## config.mk

```make
export PLATFORM = sky130hd
export DESIGN_NAME = uart_tx_arbiter
export DESIGN_NICKNAME = d
export VERILOG_FILES = /design/src/rtl/uart_tx_arbiter.sv
export SDC_FILE = /design/constraint.sdc
export NUM_CORES = 1
export LEC_CHECK = 0
export ABC_AREA = 1
export ABC_CLOCK_PERIOD_IN_PS = 1800
export BUFFER_PORTS_ARGS = -buffer_cell sky130_fd_sc_hd__buf_2
export CAP_MARGIN = 20
export CORE_UTILIZATION = 35
export DETAILED_ROUTE_END_ITERATION = 8
export GPL_TIMING_DRIVEN = 0
export PLACE_DENSITY_LB_ADDON = 0.3
export SETUP_SLACK_MARGIN = 0.15
export SYNTH_ARGS = -nofsm -noshare
export SYNTH_HDL_FRONTEND = slang
export SYNTH_SLANG_ARGS = --single-unit
```

## constraint.sdc

```tcl
create_clock -name clk -period 1.8 [get_ports clk]
set_input_delay 0 -clock clk [delete_from_list [all_inputs] [get_ports clk]]
set_output_delay 0 -clock clk [all_outputs]
set_load 0.005 [all_outputs]
```

## src/rtl/uart_tx_arbiter.sv

```systemverilog
// Round-robin arbiter that shares one uart_tx serializer among NUM_REQ byte producers.
// Issues registered tx_start/ack pulses, tracks tx_busy per frame and enforces an idle gap.
module uart_tx_arbiter #(
  parameter int unsigned NUM_REQ      = 4,
  parameter int unsigned GAP_CYCLES   = 16,
  parameter int unsigned BUSY_TIMEOUT = 8,
  localparam int unsigned OwnW        = (NUM_REQ > 1) ? $clog2(NUM_REQ) : 1
) (
  input  logic                   clk,
  input  logic                   rst,
  input  logic [NUM_REQ-1:0]     req_i,
  input  logic [8*NUM_REQ-1:0]   req_data_i,
  output logic [NUM_REQ-1:0]     ack_o,
  output logic [NUM_REQ-1:0]     done_o,
  output logic [OwnW-1:0]        owner_o,
  output logic                   active_o,
  output logic                   tx_err_o,
  output logic                   tx_start_o,
  output logic [7:0]             tx_data_o,
  input  logic                   tx_busy_i
);

  localparam int unsigned TW      = (BUSY_TIMEOUT > 1) ? $clog2(BUSY_TIMEOUT) : 1;
  localparam int unsigned GW      = (GAP_CYCLES > 1) ? $clog2(GAP_CYCLES) : 1;
  localparam int unsigned GapLoad = (GAP_CYCLES > 0) ? GAP_CYCLES - 1 : 0;
  localparam int unsigned ToLast  = BUSY_TIMEOUT - 1;

  typedef enum logic [1:0] {StIdle, StWaitBusy, StWaitDone, StGap} state_e;

  state_e              state_q;
  logic [OwnW-1:0]     rr_q;
  logic [OwnW-1:0]     owner_q;
  logic [TW-1:0]       tout_q;
  logic [GW-1:0]       gap_q;
  logic [NUM_REQ-1:0]  ack_q;
  logic [NUM_REQ-1:0]  done_q;
  logic                active_q;
  logic                tx_err_q;
  logic                tx_start_q;
  logic [7:0]          tx_data_q;

  logic                gnt_valid;
  logic [OwnW-1:0]     gnt_idx;
  int unsigned         cand;

  // Search from rr_q+1 upward with wrap; the last winner is therefore checked last.
  always_comb begin
    gnt_valid = 1'b0;
    gnt_idx   = '0;
    cand      = 0;
    for (int unsigned k = 1; k <= NUM_REQ; k++) begin
      cand = (32'(rr_q) + k) % NUM_REQ;
      if (!gnt_valid && req_i[cand]) begin
        gnt_valid = 1'b1;
        gnt_idx   = OwnW'(cand);
      end
    end
  end

  always_ff @(posedge clk or posedge rst) begin
    if (rst) begin
      state_q    <= StIdle;
      rr_q       <= OwnW'(NUM_REQ - 1);
      owner_q    <= '0;
      tout_q     <= '0;
      gap_q      <= '0;
      ack_q      <= '0;
      done_q     <= '0;
      active_q   <= 1'b0;
      tx_err_q   <= 1'b0;
      tx_start_q <= 1'b0;
      tx_data_q  <= 8'h00;
    end else begin
      ack_q      <= '0;
      done_q     <= '0;
      tx_err_q   <= 1'b0;
      tx_start_q <= 1'b0;
      unique case (state_q)
        StIdle: begin
          // A busy line at idle belongs to someone else; hold off granting.
          if (gnt_valid && !tx_busy_i) begin
            tx_start_q <= 1'b1;
            ack_q      <= NUM_REQ'(1) << gnt_idx;
            tx_data_q  <= req_data_i[8*gnt_idx +: 8];
            owner_q    <= gnt_idx;
            rr_q       <= gnt_idx;
            active_q   <= 1'b1;
            tout_q     <= '0;
            state_q    <= StWaitBusy;
          end
        end
        StWaitBusy: begin
          if (tx_busy_i) begin
            state_q <= StWaitDone;
          end else if (tout_q == TW'(ToLast)) begin
            tx_err_q <= 1'b1;
            active_q <= 1'b0;
            if (GAP_CYCLES == 0) begin
              state_q <= StIdle;
            end else begin
              gap_q   <= GW'(GapLoad);
              state_q <= StGap;
            end
          end else begin
            tout_q <= tout_q + 1'b1;
          end
        end
        StWaitDone: begin
          if (!tx_busy_i) begin
            done_q   <= NUM_REQ'(1) << owner_q;
            active_q <= 1'b0;
            if (GAP_CYCLES == 0) begin
              state_q <= StIdle;
            end else begin
              gap_q   <= GW'(GapLoad);
              state_q <= StGap;
            end
          end
        end
        StGap: begin
          if (gap_q == '0) begin
            state_q <= StIdle;
          end else begin
            gap_q <= gap_q - 1'b1;
          end
        end
        default: state_q <= StIdle;
      endcase
    end
  end

  assign ack_o      = ack_q;
  assign done_o     = done_q;
  assign owner_o    = owner_q;
  assign active_o   = active_q;
  assign tx_err_o   = tx_err_q;
  assign tx_start_o = tx_start_q;
  assign tx_data_o  = tx_data_q;

endmodule

```

Word level (Yosys, flattened, before mapping)
Cells that the tools add are included.
Widths: inputs -> output; s select.
{ "word_totals": {"register_bits": 32, "input_bits": 39} }
{ "op_classes": {"add_sub_neg": 6, "order_cmp": 4, "n_eq_ne": 12, "shift": 3, "muxes": 45, "reduce_logical": 18} }
{ "ops": {"columns": ["op", "count"], "rows": [
  ["$mux 4", 8],
  ["$shiftx 32x6->8", 1],
  ["$mux 2", 9],
  ["$mux 1", 17],
  ["$ne 2x2->1 const B", 7],
  ["$lt 2x3->1 const B", 4],
  ["$pmux 4 s3", 1],
  ["$reduce_and 5->1", 2],
  ["$mux 3", 3],
  ["$bmux 1 s2", 4],
  ["$pmux 2 s4", 1],
  ["$reduce_and 4->1", 2],
  ["$shl 1x2->4 const A", 2],
  ["$pmux 3 s2", 1],
  ["$reduce_bool 3->1", 2],
  ["$add 2x1->2 const B", 2],
  ["$add 2x2->2 const B", 2],
  ["$eq 2x2->1 const B", 2],
  ["$logic_and 1x1->1", 4],
  ["$logic_not 1->1", 4],
  ["$logic_not 4->1", 1],
  ["$sub 4x1->4 const B", 1],
  ["$add 3x1->3 const B", 1],
  ["$eq 3x3->1 const B", 1],
  ["other kinds (6)", 6]
]} }

Longest topological paths before layout
{ "depth": {"word_depth": 16, "ltp_mapped": 17} }

Worst setup path after synthesis
No wires, ideal clock.
{ "synth_path": {"path_kind": "reg-to-reg", "from": "reg rr_q[0]", "to": "reg tx_data_q[0], in the netlist tx_data_o[0]", "setup_time_ns": 0.116, "t_arrival_ns": 1.741, "path_slack_ns": -0.058, "stages_incl_launch_ff": 18, "path_buffers": 2, "synth_period_minus_slack_ns": 1.858, "cell_sequence": "dfstp_2 -> buf_6 -> inv_8 -> nand2_1 -> nand2_2 -> nand2_1 -> nand2_2 -> nand2_4 -> nand2_2 -> nand2_4 -> nand3_4 -> buf_12 -> nand2_2 -> nand2_1 -> nand2_1 -> nand2_1 -> nand2_1 -> nand2_1"} }
{ "synth_via": {"elab_chain_len": 15} }
{ "synth_rtl": {"columns": ["element", "line_no", "source"], "rows": [
  ["from (decl)", "31", "logic [OwnW-1:0] rr_q;"],
  ["from (signal assigned)", "63", "rr_q <= OwnW'(NUM_REQ - 1);"],
  ["from (signal assigned)", "86", "rr_q <= gnt_idx;"],
  ["parallel branches: the longest is 15 deep, another holds $add 2x1->2", null, null],
  ["to (signal assigned)", "84", "tx_data_q <= req_data_i[8*gnt_idx +: 8];"],
  ["to (decl)", "40", "logic [7:0] tx_data_q;"]
]} }
Several ways; the timed one is not identified. The select of a mux whose other input is x is not followed.
A chain may end at the register's enable or synchronous reset.

Worst setup path in the final report
{ "layout_path": {"from": "reg rr_q[0]", "to": "reg state_q[0]"} }
{ "layout_via": {"elab_chain_len": 16} }
{ "layout_rtl": {"columns": ["element", "line_no", "source"], "rows": [
  ["$add 2x1->2", "52", "cand = (32'(rr_q) + k) % NUM_REQ;"],
  ["$bmux 1 s2", "53", "if (!gnt_valid && req_i[cand]) begin"],
  ["$mux 1 (implied by the code)", "53", null],
  ["$mux 1", "53", null],
  ["$logic_not 1->1", "53", null],
  ["$logic_and 1x1->1", "53", null],
  ["$mux 1", "53", null],
  ["$logic_not 1->1", "53", null],
  ["$logic_and 1x1->1", "53", null],
  ["$mux 1", "53", null],
  ["$logic_not 1->1", "53", null],
  ["$logic_and 1x1->1", "53", null],
  ["$mux 1 *", "53", null],
  ["$logic_and 1x1->1 *", "81", "if (gnt_valid && !tx_busy_i) begin"],
  ["$ne 2x2->1 (no line) *", null, null],
  ["$reduce_and 4->1 (no line) *", null, null],
  ["to (signal assigned)", "62", "state_q <= StIdle;"],
  ["to (signal assigned)", "89", "state_q <= StWaitBusy;"],
  ["to (signal assigned)", "94", "state_q <= StWaitDone;"],
  ["to (decl)", "30", "state_e state_q;"]
]} }
Mark *: on every way between the ends. The rest lies on a longest branch, timed or not. The select of a mux whose other input is x is not followed.

==> impl_metrics.py <==
metrics = {
    "placed_design": {
        "gp_congestion": 0.826,
        "dpl.hpwl_um": 3950,
        "io_buffers": 58,
        "dp_slack_ns": -0.287,
    },
    "floorplan": {
        "die-area_um2": 6400,
        "die_w_um": 80,
        "fp.coreArea_um2": 5890,
        "dieHeight_um": 80,
        "start_util": 0.362,
        "ios": 60,
        "fp-row-count": 28,
    },
    "cells_and_area": {
        "drive_gt1_frac": 0.461,
        "layout_common_cells": "nand2_1 (93), buf_2 (58), dfrtp_1 (30), nand2_4 (24), buf_4 (22)",
        "finalNetCount": 426,
        "final_common_cell": "nand2_1",
        "area_delta_synth_final_pct": 48.9,
        "diodes": 0,
    },
    "power": {
        "powerDensity_nw_per_um2": 2310,
        "p_int_uw": 3900,
        "p_leak_uw": 0.00177,
        "switchingPower_uw": 3440,
        "p_seq_frac": 0.155,
        "pwr-share-comb": 0.743,
        "clock_power_share": 0.102,
        "ir_worst_vdd_uv": 1780,
        "p_sw_frac": 0.468,
    },
    "global_routing": {
        "grt_util_all_layers": 0.180,
        "grt_pass1_wl_um": 8920,
        "grt_pass1_vias": 1972,
        "grt_max_degree": 18,
        "grt_overflow_total": 0,
        "antenna_found_initial": 0,
    },
    "detailed_routing": {
        "dr.max_layer_used": "met4",
        "routedWlPerCell_um": 12.7,
        "drc": 0,
        "met2_length_um": 2820,
        "dr_wl_met3_um": 335,
        "vias": 2173,
        "dr.pass1.iters": 4,
        "routed_wl_um": 5790,
        "drt-vias-per-instance": 4.78,
        "ant_nets": 0,
        "drt_iter0_markers": 97,
        "drt-met1-wl_um": 2590,
    },
    "synthesis": {
        "synth-main-ff-cell": "dfrtp_1",
        "synth_edf_count": 0,
        "syn-instance-count": 286,
        "async_reset_ff_frac": 1.00,
        "syn_avg_cell_area_um2": 7.45,
        "ys_seq_area_frac": 0.377,
        "synth_area_um2": 2130,
        "ys_ff_latch": 32,
        "ys.warnings.count": 0,
        "synth_nets": 333,
        "yosysUniqueCellTypes": 31,
    },
    "timing": {
        "setup_ws_ns": -0.251,
        "post-route-min-period_ns": 2.05,
        "slew_headroom": 0.541,
        "hold_viol_final": 0,
        "period_share": 1.14,
        "hold_ws_ns": 0.0738,
        "drv_slew": 0,
        "rsz0062_at_grt": "true",
        "setup_viol": 23,
        "fmax_mhz": 488,
        "fin_skew_ns": 0.00683,
        "worst_slew_pin_slew_ns": 0.688,
    },
    "status": {
        "status": "finished with violations",
        "violations": "setup timing",
    },
    "setup_path": {
        "rrSetupSlack_ns": -0.25,
        "r2r-end": "state_q[0]",
        "crit_chain": "buf_8, inv_8, nand2_4, nand2_2, nand2_2, nand2_2, nor2_4, nand3_4, buf_4, nand2_4, nand2_2, nand2_1, inv_1, nor2_1, a31oi_1",
        "cpPeakStageDelay_ns": 0.56,
        "critPathBufInv": 4,
        "cp.required_ns": 1.96,
        "path_class": "flop to flop",
        "cp.arrival_ns": 2.21,
        "r2r_cells": 15,
        "cp_common_cell": "nand2_2",
        "cp-start-kind": "flop",
        "crit_fanout": 9,
        "reg2reg_from": "rr_q[0]",
        "worst_path_max_delay_cell": "dfstp_2",
        "critPathTopFamily": "simple AND/OR/NAND/NOR gates",
        "end_kind": "flop",
    },
    "job": {
        "maxCapViolCount": 0,
    },
    "cts": {
        "cts.path.max_buffers": 2,
        "insertion_delay_ns": 0.28,
        "clock-sinks": 32,
        "cts_root_buf": "clkbuf_8",
        "cts_tree": "done",
        "htreeDepth": 2,
        "clk_pin_slew_ns": 0.07,
        "numCtsBuffers": 5,
    },
    "min_path": {
        "min-delay-start": "tx_busy_i",
        "hold_depth": 2,
        "hp-class": "input pin to flop",
        "hold_end": "tx_err_o",
    },
}
-- kinds of logic (layout without fill, tap and decap cells) --
logic type	Yosys count	count (layout)	share of synthesized area
adder cells (fa/ha/maj)	8	8	0.0470
flip-flops	32	32	0.377
buffers and inverters	38	132	0.0887
AND/OR/NAND/NOR	185	185	0.425
AO/OA/AOI/OAI	23	23	0.0617
-- stage by stage --
stage                util  cell area [um2]  power [uW]  cells  setup TNS [ns]
global placement    0.432             2540        4900    419           -3.79
global route        0.539             3170        7970    455           -7.19
finish              0.539             3170        7340    455           -4.54
floorplan               -             2160        4120    286          -0.350
CTS                 0.486             2860        6340    441           -2.85
detailed placement  0.436             2570        4960    420           -4.38
-- area by class of cell --
cell class / instances / area [um2]
Fill cell: 568 / 2710
Multi-Input combinational cell: 216 / 1340
Sequential cell: 32 / 803
Timing Repair Buffer: 86 / 582
Inverter: 29 / 126
Buffer: 9 / 103
Clock buffer: 7 / 96.3
Tap cell: 75 / 93.8
Clock inverter: 1 / 30.0
-- what timing repair did --
item / CTS / global route
setup buffers: 11 / 12
resized for setup: 22 / 56
gates cloned: 1 / 2
hold buffers: 1 / 0
pin swaps: 5 / 21
endpoints found under the hold margin: 15 / 0
setup endpoints to repair: 26 / 27
-- cell usage after synthesis (2+ instances only) --
master | instances | area, um2
clkbuf_1 | 2 | 7.51
nor2_4 | 2 | 22.5
nand2_2 | 17 | 106
nand2_4 | 4 | 45.0
nand4_1 | 18 | 113
buf_2 | 3 | 15.0
nand2_1 | 114 | 428
inv_2 | 5 | 18.8
nand3_4 | 3 | 52.6
buf_6 | 2 | 22.5
dfstp_2 | 2 | 52.6
dfrtp_1 | 30 | 751
o21ai_0 | 15 | 75.1
ha_1 | 8 | 100
inv_1 | 23 | 86.3
nor4_1 | 4 | 25.0
nand3_1 | 12 | 60.1
a31oi_1 | 2 | 12.5
nor2_1 | 8 | 30.0
-- worst max path at each step --
stage / start / endpoint / slack, ns / depth (start not counted)
after floorplan: rr_q[0] / tx_data_o[7] / -0.04 / 17
after global placement: rr_q[0] / tx_data_o[2] / -0.27 / 17
after detailed placement: rr_q[0] / tx_data_o[2] / -0.29 / 15
after CTS: rr_q[0] / tx_data_o[2] / -0.19 / 17
after global routing: rr_q[0] / tx_data_o[3] / -0.39 / 16
final: rr_q[0] / state_q[0] / -0.25 / 15
-- registers in the layout (all words and copies together), names as in the netlist --
signal and cells:
gap_q 4, tx_data_o 8, tx_start_o 1, tx_err_o 1, active_o 1, rr_q 2
done_o 4, state_q 2, ack_o 4, owner_o 2, tout_q 3
-- routing by layer --
layer	up-vias	track usage
met5	-	0
met4	0	0.0482
met2	57	0.314
met1	1001	0.221
met3	4	0.0423
li1	1111	-
-- power groups by stage --
stage | clock [uW] | sequential (uW) | combinational (uW)
2_1_floorplan | 0 | 1140 | 2970
3_5_place_dp | 0 | 1150 | 3810
5_1_grt | 794 | 1170 | 6000
4_1_cts | 761 | 1140 | 4440
6_report | 747 | 1140 | 5450
3_3_place_gp | 0 | 1150 | 3740
Power figures use the tool's default switching activity.
